File: src/rtl/riscv_pkg.sv
// Shared RV32I definitions: op classes, major opcodes and the canonical NOP.
// Used by both the instruction encoder and the decoder.
package riscv_pkg;

    typedef enum logic [3:0] {
        OP_R      = 4'd0,
        OP_OPIMM  = 4'd1,
        OP_LOAD   = 4'd2,
        OP_STORE  = 4'd3,
        OP_BRANCH = 4'd4,
        OP_JAL    = 4'd5,
        OP_JALR   = 4'd6,
        OP_LUI    = 4'd7,
        OP_AUIPC  = 4'd8,
        OP_SYSTEM = 4'd9
    } op_class_t;

    localparam logic [6:0] OPC_R      = 7'b0110011;
    localparam logic [6:0] OPC_OPIMM  = 7'b0010011;
    localparam logic [6:0] OPC_LOAD   = 7'b0000011;
    localparam logic [6:0] OPC_STORE  = 7'b0100011;
    localparam logic [6:0] OPC_BRANCH = 7'b1100011;
    localparam logic [6:0] OPC_JAL    = 7'b1101111;
    localparam logic [6:0] OPC_JALR   = 7'b1100111;
    localparam logic [6:0] OPC_LUI    = 7'b0110111;
    localparam logic [6:0] OPC_AUIPC  = 7'b0010111;
    localparam logic [6:0] OPC_SYSTEM = 7'b1110011;

    // addi x0, x0, 0
    localparam logic [31:0] NOP_INSTR = 32'h0000_0013;

endpackage

File: src/rtl/enc_fifo2.sv
// Two-entry FIFO with 1-bit wrapping pointers; storage is not reset,
// the occupancy count alone defines which entries are meaningful.
module enc_fifo2 #(
    parameter int DATA_W = 33
) (
    input  logic              clk,
    input  logic              rst_n,
    input  logic              push,
    input  logic [DATA_W-1:0] wr_data,
    input  logic              pop,
    output logic [DATA_W-1:0] rd_data,
    output logic              full,
    output logic              empty
);

    logic [DATA_W-1:0] mem [2];
    logic              wr_ptr;
    logic              rd_ptr;
    logic [1:0]        count;
    logic              do_push;
    logic              do_pop;

    assign full    = (count == 2'd2);
    assign empty   = (count == 2'd0);
    assign do_push = push && !full;
    assign do_pop  = pop && !empty;
    assign rd_data = mem[rd_ptr];

    always_ff @(posedge clk or negedge rst_n) begin
        if (!rst_n) begin
            wr_ptr <= 1'b0;
            rd_ptr <= 1'b0;
            count  <= 2'd0;
        end else begin
            if (do_push) wr_ptr <= ~wr_ptr;
            if (do_pop)  rd_ptr <= ~rd_ptr;
            case ({do_push, do_pop})
                2'b10:   count <= count + 2'd1;
                2'b01:   count <= count - 2'd1;
                default: count <= count;
            endcase
        end
    end

    always_ff @(posedge clk) begin
        if (do_push) mem[wr_ptr] <= wr_data;
    end

endmodule

File: src/rtl/instr_encoder.sv
// RV32I instruction encoder: packs a request into its format, substitutes a
// flagged NOP for anything unencodable, and queues words in a 2-entry FIFO.
module instr_encoder
    import riscv_pkg::*;
(
    input  logic        clk,
    input  logic        rst_n,
    input  logic        in_valid,
    output logic        in_ready,
    input  logic [3:0]  in_op,
    input  logic [4:0]  in_rd,
    input  logic [4:0]  in_rs1,
    input  logic [4:0]  in_rs2,
    input  logic [2:0]  in_funct3,
    input  logic        in_sub,
    input  logic [31:0] in_imm,
    output logic        out_valid,
    input  logic        out_ready,
    output logic [31:0] out_instr,
    output logic        out_illegal,
    output logic [15:0] instr_count
);

    localparam int DATA_W = 33;

    // True when imm[31:lsb] is a pure sign extension.
    function automatic logic sext_ok(input logic [31:0] v, input int lsb);
        logic [31:0] m;
        m = 32'hFFFF_FFFF << lsb;
        return ((v & m) == 32'd0) || ((v & m) == m);
    endfunction

    op_class_t         op;
    logic [31:0]       imm;
    logic [31:0]       word_p0;
    logic              illegal_p0;
    logic [31:0]       enc_word_p0;
    logic              vld_p0;
    logic              pop;
    logic              run_q;
    logic              fifo_full;
    logic              fifo_empty;
    logic [DATA_W-1:0] head;

    assign op  = op_class_t'(in_op);
    assign imm = in_imm;

    always_comb begin
        word_p0    = NOP_INSTR;
        illegal_p0 = 1'b0;
        case (op)
            OP_R: begin
                word_p0 = {(in_sub ? 7'h20 : 7'h00), in_rs2, in_rs1, in_funct3, in_rd, OPC_R};
            end
            OP_OPIMM: begin
                illegal_p0 = !sext_ok(imm, 11);
                word_p0    = {imm[11:0], in_rs1, in_funct3, in_rd, OPC_OPIMM};
            end
            OP_LOAD: begin
                illegal_p0 = !sext_ok(imm, 11);
                word_p0    = {imm[11:0], in_rs1, in_funct3, in_rd, OPC_LOAD};
            end
            OP_JALR: begin
                illegal_p0 = !sext_ok(imm, 11);
                word_p0    = {imm[11:0], in_rs1, 3'd0, in_rd, OPC_JALR};
            end
            OP_SYSTEM: begin
                // Only ECALL (0) and EBREAK (1) are expressible.
                illegal_p0 = (imm[31:1] != 31'd0);
                word_p0    = {imm[11:0], 5'd0, 3'd0, 5'd0, OPC_SYSTEM};
            end
            OP_STORE: begin
                illegal_p0 = !sext_ok(imm, 11);
                word_p0    = {imm[11:5], in_rs2, in_rs1, in_funct3, imm[4:0], OPC_STORE};
            end
            OP_BRANCH: begin
                illegal_p0 = !sext_ok(imm, 12) || imm[0];
                word_p0    = {imm[12], imm[10:5], in_rs2, in_rs1, in_funct3,
                              imm[4:1], imm[11], OPC_BRANCH};
            end
            OP_JAL: begin
                illegal_p0 = !sext_ok(imm, 20) || imm[0];
                word_p0    = {imm[20], imm[10:1], imm[11], imm[19:12], in_rd, OPC_JAL};
            end
            OP_LUI: begin
                illegal_p0 = (imm[11:0] != 12'd0);
                word_p0    = {imm[31:12], in_rd, OPC_LUI};
            end
            OP_AUIPC: begin
                illegal_p0 = (imm[11:0] != 12'd0);
                word_p0    = {imm[31:12], in_rd, OPC_AUIPC};
            end
            default: illegal_p0 = 1'b1;
        endcase
        if (in_sub && ((op != OP_R) || (in_funct3 != 3'd0))) illegal_p0 = 1'b1;
    end

    assign enc_word_p0 = illegal_p0 ? NOP_INSTR : word_p0;
    assign vld_p0      = in_valid && in_ready;

    // ---- p0 -> FIFO boundary ----
    enc_fifo2 #(.DATA_W(DATA_W)) u_fifo (
        .clk     (clk),
        .rst_n   (rst_n),
        .push    (vld_p0),
        .wr_data ({illegal_p0, enc_word_p0}),
        .pop     (pop),
        .rd_data (head),
        .full    (fifo_full),
        .empty   (fifo_empty)
    );

    // Holds in_ready low during reset and releases it one edge afterwards.
    always_ff @(posedge clk or negedge rst_n) begin
        if (!rst_n) run_q <= 1'b0;
        else        run_q <= 1'b1;
    end

    assign in_ready    = run_q && !fifo_full;
    assign out_valid   = !fifo_empty;
    assign pop         = out_valid && out_ready;
    assign out_instr   = fifo_empty ? 32'd0 : head[31:0];
    assign out_illegal = !fifo_empty && head[32];

    always_ff @(posedge clk or negedge rst_n) begin
        if (!rst_n)   instr_count <= 16'd0;
        else if (pop) instr_count <= instr_count + 16'd1;
    end

endmodule

File: config.mk
export PLATFORM = sky130hd
export DESIGN_NAME = instr_encoder
export DESIGN_NICKNAME = d
export VERILOG_FILES = /design/src/rtl/riscv_pkg.sv /design/src/rtl/enc_fifo2.sv /design/src/rtl/instr_encoder.sv
export SDC_FILE = /design/constraint.sdc
export NUM_CORES = 1
export LEC_CHECK = 0
export ABC_AREA = 1
export BUFFER_PORTS_ARGS = -buffer_cell sky130_fd_sc_hd__buf_2
export CAP_MARGIN = 10
export CORE_ASPECT_RATIO = 0.75
export CORE_MARGIN = 3
export CORE_UTILIZATION = 50
export CTS_CLUSTER_DIAMETER = 80
export CTS_CLUSTER_SIZE = 24
export DETAILED_ROUTE_END_ITERATION = 10
export PLACE_DENSITY = 0.74
export SLEW_MARGIN = 15
export SYNTH_ARGS = -nofsm -noshare
export SYNTH_HDL_FRONTEND = slang
export SYNTH_SLANG_ARGS = --single-unit
File: constraint.sdc
create_clock -name clk -period 2.9 [get_ports clk]
set_input_delay 0.145 -clock clk [delete_from_list [all_inputs] [get_ports clk]]
set_output_delay 0.145 -clock clk [all_outputs]
set_load 0.1 [all_outputs]
Yosys cells after proc, flatten, opt, wreduce, memory -nomap -nowiden
Memories as Yosys holds them, arrays and structs flattened.
Cells that the tools add are included.
Cells by class
  bitwise logic cells: 2
  eq/ne operators: 15
  $add $sub $neg: 3
  reductions and logical operators: 30
  mux-type cells: 9
Operators with widths (number)
  one-hot mux 32 bit (10 select lines): 1
  logical NOT 32 bit: 3
  2-to-1 mux 32 bit: 2
  nonzero test 31 bit: 1
  equality test 21 bit, second input constant: 1
  equality test 20 bit, second input constant: 1
  adder 16 x 1 -> 16 bit, second input constant: 1
  equality test 4 x 3 -> 1 bit, second input constant: 4
  equality test 12 bit, second input constant: 1
  nonzero test 12 bit: 1
  equality test 4 x 2 -> 1 bit, second input constant: 2
  equality test 4 bit, second input constant: 2
  logical AND 1 bit: 7
  logical OR 1 bit: 6
  2-to-1 mux 6 bit: 1
  one-hot mux 1 bit (6 select lines): 1
  logical NOT 1 bit: 5
  equality test 2 bit, second input constant: 2
  equality test 4 x 1 -> 1 bit, second input constant: 1
  logical NOT 4 bit: 1
  one-hot mux 2 bit (2 select lines): 1
  nonzero test 4 bit: 1
  OR reduction 4 bit: 1
  2-to-1 mux 1 bit: 3
  other kinds (8): 9
Word-level totals
  output and inout port bits: 51
  register bits after elaboration: 21
  bits of input ports: 59
  bits in writable memories: 66
  memories: 1
Memory list
  u_fifo.mem: depth 2, bits a word 33, read ports 1, clocked after memory_dff 0, wr ports 1, line enc_fifo2.sv:16  | logic [DATA_W-1:0] mem [2];

Logic depth before layout (Yosys ltp)
  depth in word-level cells: 7
  gate-level depth with buffers: 12

By module
A second synthesis with hierarchy kept.
Unflattened totals
  cells, all modules: 593
  area, all modules: 4847.1 um^2
By module, submodules not included
  enc_fifo2: area an instance 2665.1 um^2, times used 1, cells each 205, sequential area each 2082.0 um^2
  instr_encoder: area an instance 2182.1 um^2, times used 1, cells each 388, sequential area each 425.4 um^2

Worst setup path after synthesis
Ideal clock, no wire load.
  path kind: register to register
  start point: reg u_fifo.count[0]
  end point: mem u_fifo.mem[1][10] (enable)
  cell stages (with the launch flop): 5
  buffers on the path: 0
  setup time: 0.419 ns
  setup slack: -2.089 ns
  arrival time: 4.570 ns
  required time: 2.481 ns
  cell sequence: dfrtp_1 inv_1 a21boi_0 nand2_1 nor2_1
On the way
  word-level cells in the longest chain between the ends: 7
Ends and longest elaborated chain
  start: declaration: line enc_fifo2.sv:19  | logic [1:0] count;
  start signal: assignment: line enc_fifo2.sv:38  | 2'b10: count <= count + 2'd1;
  start signal: assignment: line enc_fifo2.sv:39  | 2'b01: count <= count - 2'd1;
  start signal: assignment: line enc_fifo2.sv:40  | default: count <= count;
  equality test 2 bit: line enc_fifo2.sv:23  | assign full = (count == 2'd2);
  logical NOT 1 bit: line instr_encoder.sv:119  | assign in_ready = run_q && !fifo_full;
  logical AND 1 bit: line instr_encoder.sv:119
  named net in_ready: line instr_encoder.sv:9  | output logic in_ready,
  logical AND 1 bit: line instr_encoder.sv:99  | assign vld_p0 = in_valid && in_ready;
  logical AND 1 bit: line enc_fifo2.sv:25  | assign do_push = push && !full;
  2-to-1 mux 1 bit: line enc_fifo2.sv:46  | if (do_push) mem[wr_ptr] <= wr_data;
  2-to-1 mux 1 bit (not written as such): line enc_fifo2.sv:46
  end: declaration: line enc_fifo2.sv:16
The timed path passes the listed nets, and every way through them passes these cells.

Worst setup path after layout
  start point: reg u_fifo.rd_ptr
  end point: out out_instr[14]
On the way
  word-level cells in the longest chain between the ends: 2
Ends and longest elaborated chain
  start: declaration: line enc_fifo2.sv:18  | logic rd_ptr;
  start signal: assignment: line enc_fifo2.sv:36  | if (do_pop) rd_ptr <= ~rd_ptr;
  memory read (2 x 33 bit)
  2-to-1 mux 32 bit: line instr_encoder.sv:122  | assign out_instr = fifo_empty ? 32'd0 : head[31:0];
  end: declaration: line instr_encoder.sv:19  | output logic [31:0] out_instr,
Every way passes these cells.

==> run metrics <==
portion of the post-synthesis area used by sequential elements around 54%; worst path cell trace inv_1, buf_4, nand2_1, a21oi_1, buf_2; Worst-path clk slew 0.06 ns; Syn. warnings 0; GRT Resource Usage Total 23.85%; worst slew margin relative to its limit between 40% and 50%; antenna diode count 0; relative contribution of the clock network to total power 18.6%; antenna-violating nets left 0; worst skew pair latency approximately 0.33 ns; post-route core utilization roughly 63%; Setup TNS 0 ns; number of nets in the finished design between 600 and 700; layout cells sized above 1 23.51%; largest family of logic cells by synthesized area simple AND/OR/NAND/NOR gates; row cnt 29; CP Launch Point u_fifo.rd_ptr; vias after detailed routing between 3,000 and 4,000; Critical Path AT about 2.3 ns; I/O Buffers 109; measured slew at the worst slew-check pin 0.8405 ns; Lkg Pwr 2.453 nW; unrepaired setup endpoints after global routing no; maximum vdd ir drop 1.214 mV; remaining design rule violation count 0; end of the critical path out_instr[14]; Crit. End Element output pin; htree depth 3; critical path type flop to output pin; class of the worst hold path primary input to flop; Critical Path Max Stage Delay 0.70 ns; clock sinks 83; switching share of total power 57.38%; maximum clock frequency 0.4081 GHz; post-detailed-route via-to-cell ratio 5.323; HPWL after detailed placement between 8 and 9 mm; min setup slack post-route 0.4498 ns; flops & latches, synth 83; switching power total 0.003588 W; adder-cell area share of the yosys netlist 0.5651%; starting density of the core roughly half; sequential share of power 25.9%; post-route fraction of the period consumed by the critical path between 80% and 90%; count of mapped cells out of synthesis 520; die extent in y between 80 and 90 um; Chip Width 114.7 um; pre-CTS worst setup slack around 0.81 ns; Post-CTS Setup Inserts 0; total of cells resized after clock tree synthesis 0; end of the worst register-to-register path u_fifo.mem[1][30]; portion of netlist area occupied by mux cells 0%; pin count of the biggest net entering global routing 33; post-synth net total 581; internal portion of total power 0.002665 W; complex-gate fraction of the synthesized area 9.607%; count of endpoints failing hold in the final timing report 0; core area ~0.0085 mm^2; Worst Skew 0.006164 ns; number of cell instances on the worst register-to-register path 5; via count of the first global-routing pass approximately 3,600; 1st-pass router iterations 5; Critical Path Slowest Stage Cell sky130_fd_sc_hd__dfrtp_1; iteration-0 DRC count of the detailed router 346; floorplan die area 0.01003 mm^2; leftover overflow at the end of global routing 0; max-cap viol count 0; boundary pin count 110; gpl congestion 1.011; min Tclk post-route 2.450 ns; netlist area before placement approximately 0.0044 mm^2; Post-Syn Area per Cell 8.515 um^2; XOR/XNOR Fraction of Synth Area 3.560%; power per cell area 1158 mW/mm^2; combinational share of power between 50% and 60%; kind of start point of the critical path flop; outcome complete, no violations; worst flop-to-flop path startpoint u_fifo.count[0]; first-pass GRT wire length 18.14 mm; filler cell count 731; Area growth syn-to-layout 21.98%; wirelength, routed 11.81 mm; clock tree root buffer cell sky130_fd_sc_hd__clkbuf_16; CTS max path bufs 2; setup-violating endpoint count in the final report 0; Crit path required time 2.76 ns; Simple-Gate Fraction of Synth Area 26.50%; CTS tree done; Max Fanout on Critical Path 32; number of antenna violations at the first check in global routing 0; quantity of hold-fixing buffers added after cts 1; number of library cell types mapped by synthesis 32; Routed WL per cell 15.83 um; TritonCTS buffer count 9; flop2flop setup slack 1.20 ns; number of pins with negative max-slew slack in the final report 0
==> layout make-up <==
type	count	area (um^2)	share of cell area (%)
clock buffer	10	239.0	4.424
clock inverter	6	70.07	1.297
inverter	46	172.7	3.197
multi-input combinational	377	1797	33.26
sequential	83	2387	44.20
tap	108	135.1	2.502
timing repair buffer	116	600.6	11.12
==> worst min path at each step <==
stage	start	end	slack (ns)	cells after the start
after global placement	rst_n	instr_count[2]	0.12	1
after detailed placement	rst_n	instr_count[4]	0.13	1
after floorplan	rst_n	instr_count[0]	-0.15	0
after CTS	out_ready	instr_count[1]	0.18	4
final	out_ready	instr_count[1]	0.19	4
after global routing	out_ready	u_fifo.rd_ptr	0.20	3
==> synth_stat cells, drive strengths merged <==
master  count  area share (%)
a22oi      12             2.0
nand2     157              13
nand3b      1            0.17
nor2       90             8.4
conb        1           0.085
ha          2            0.57
xor2       12             2.4
and3        1            0.14
edfxtp     62              42
nor3b       1            0.17
a21boi      1            0.17
xnor2       6             1.2
inv        46             3.9
clkbuf      6            0.51
nand4       8             1.1
o22ai       3            0.42
a21oi      42             4.7
nor3        9             1.0
nand3      14             2.0
buf         8             1.4
dfrtp      21              12
o211ai      1            0.17
o21ai      16             2.1
==> cell usage in the layout (no fill, tap or decap), types with 2 or more instances in the layout <==
master | Yosys | final
sky130_fd_sc_hd__nor2_1 | 82 | 79
sky130_fd_sc_hd__xnor2_1 | 6 | 6
sky130_fd_sc_hd__o22ai_1 | 3 | 3
sky130_fd_sc_hd__o21ai_0 | 15 | 15
sky130_fd_sc_hd__nor2_2 | 5 | 8
sky130_fd_sc_hd__xor2_1 | 12 | 12
sky130_fd_sc_hd__buf_2 | 0 | 109
sky130_fd_sc_hd__inv_6 | 0 | 2
sky130_fd_sc_hd__ha_1 | 2 | 2
sky130_fd_sc_hd__nand4_1 | 8 | 8
sky130_fd_sc_hd__nor2_4 | 3 | 3
sky130_fd_sc_hd__nand3_1 | 12 | 12
sky130_fd_sc_hd__edfxtp_1 | 62 | 62
sky130_fd_sc_hd__dfrtp_1 | 21 | 21
sky130_fd_sc_hd__inv_1 | 45 | 45
sky130_fd_sc_hd__buf_4 | 2 | 6
sky130_fd_sc_hd__a21oi_1 | 42 | 42
sky130_fd_sc_hd__nand2_2 | 3 | 3
sky130_fd_sc_hd__a22oi_1 | 12 | 12
sky130_fd_sc_hd__nand2_1 | 154 | 154
sky130_fd_sc_hd__nor3_1 | 9 | 9
sky130_fd_sc_hd__clkbuf_16 | 0 | 9
==> metal layers <==
metal	routed length, um	global-route usage, %	share of wire [%]
met5	0	0	0
met4	172	6.688	1.5
met3	1061	4.097	9.0
met2	4884	34.28	41
met1	5688	37.15	48
==> flip-flops by register name (all words and copies together) (netlist names) <==
register,flops
instr_count,16
run_q,1
u_fifo.count,2
u_fifo.mem,62
u_fifo.rd_ptr,1
u_fifo.wr_ptr,1
==> per-stage QoR <==
| step | hold slack (ns) | instance area [um^2] | instances | power, W |
|---|---|---|---|---|
| floorplan | -0.1506 | 4437 | 520 | 0.004516 |
| global placement | 0.1235 | 5082 | 729 | 0.005079 |
| detailed placement | 0.1322 | 5082 | 729 | 0.005113 |
| CTS | 0.1807 | 5401 | 746 | 0.006279 |
| global route | 0.1964 | 5401 | 746 | 0.006497 |
| finish | 0.1895 | 5401 | 746 | 0.006253 |
==> power by group through the flow <==
stage	sequential [W]	clock [W]	combinational, W
after floorplan	0.00185	0	0.00267
after global placement	0.00163	0	0.00345
after detailed placement	0.00164	0	0.00347
after CTS	0.00162	0.00118	0.00348
after global routing	0.00164	0.00123	0.00362
final	0.00162	0.00117	0.00347
==> logic make-up (layout without fill, tap and decap cells) <==
family | after synthesis | after routing
buffers and inverters | 60 | 178
AOI/OAI and AO/OA | 75 | 75
and+or+nand+nor | 281 | 281
other | 1 | 1
adders and majority gates | 2 | 2
DFF | 83 | 83
xor gates and xnor gates | 18 | 18
==> worst max-delay path: cells and delay by family, from the launching register on <==
kind                   cells  cell delay, ns
AND/OR/NAND/NOR            1            0.09
buffers and inverters      3            0.98
flip-flops                 1            0.70
AO/OA/AOI/OAI              1            0.20
No activity file was read; power rests on OpenSTA's default activity.
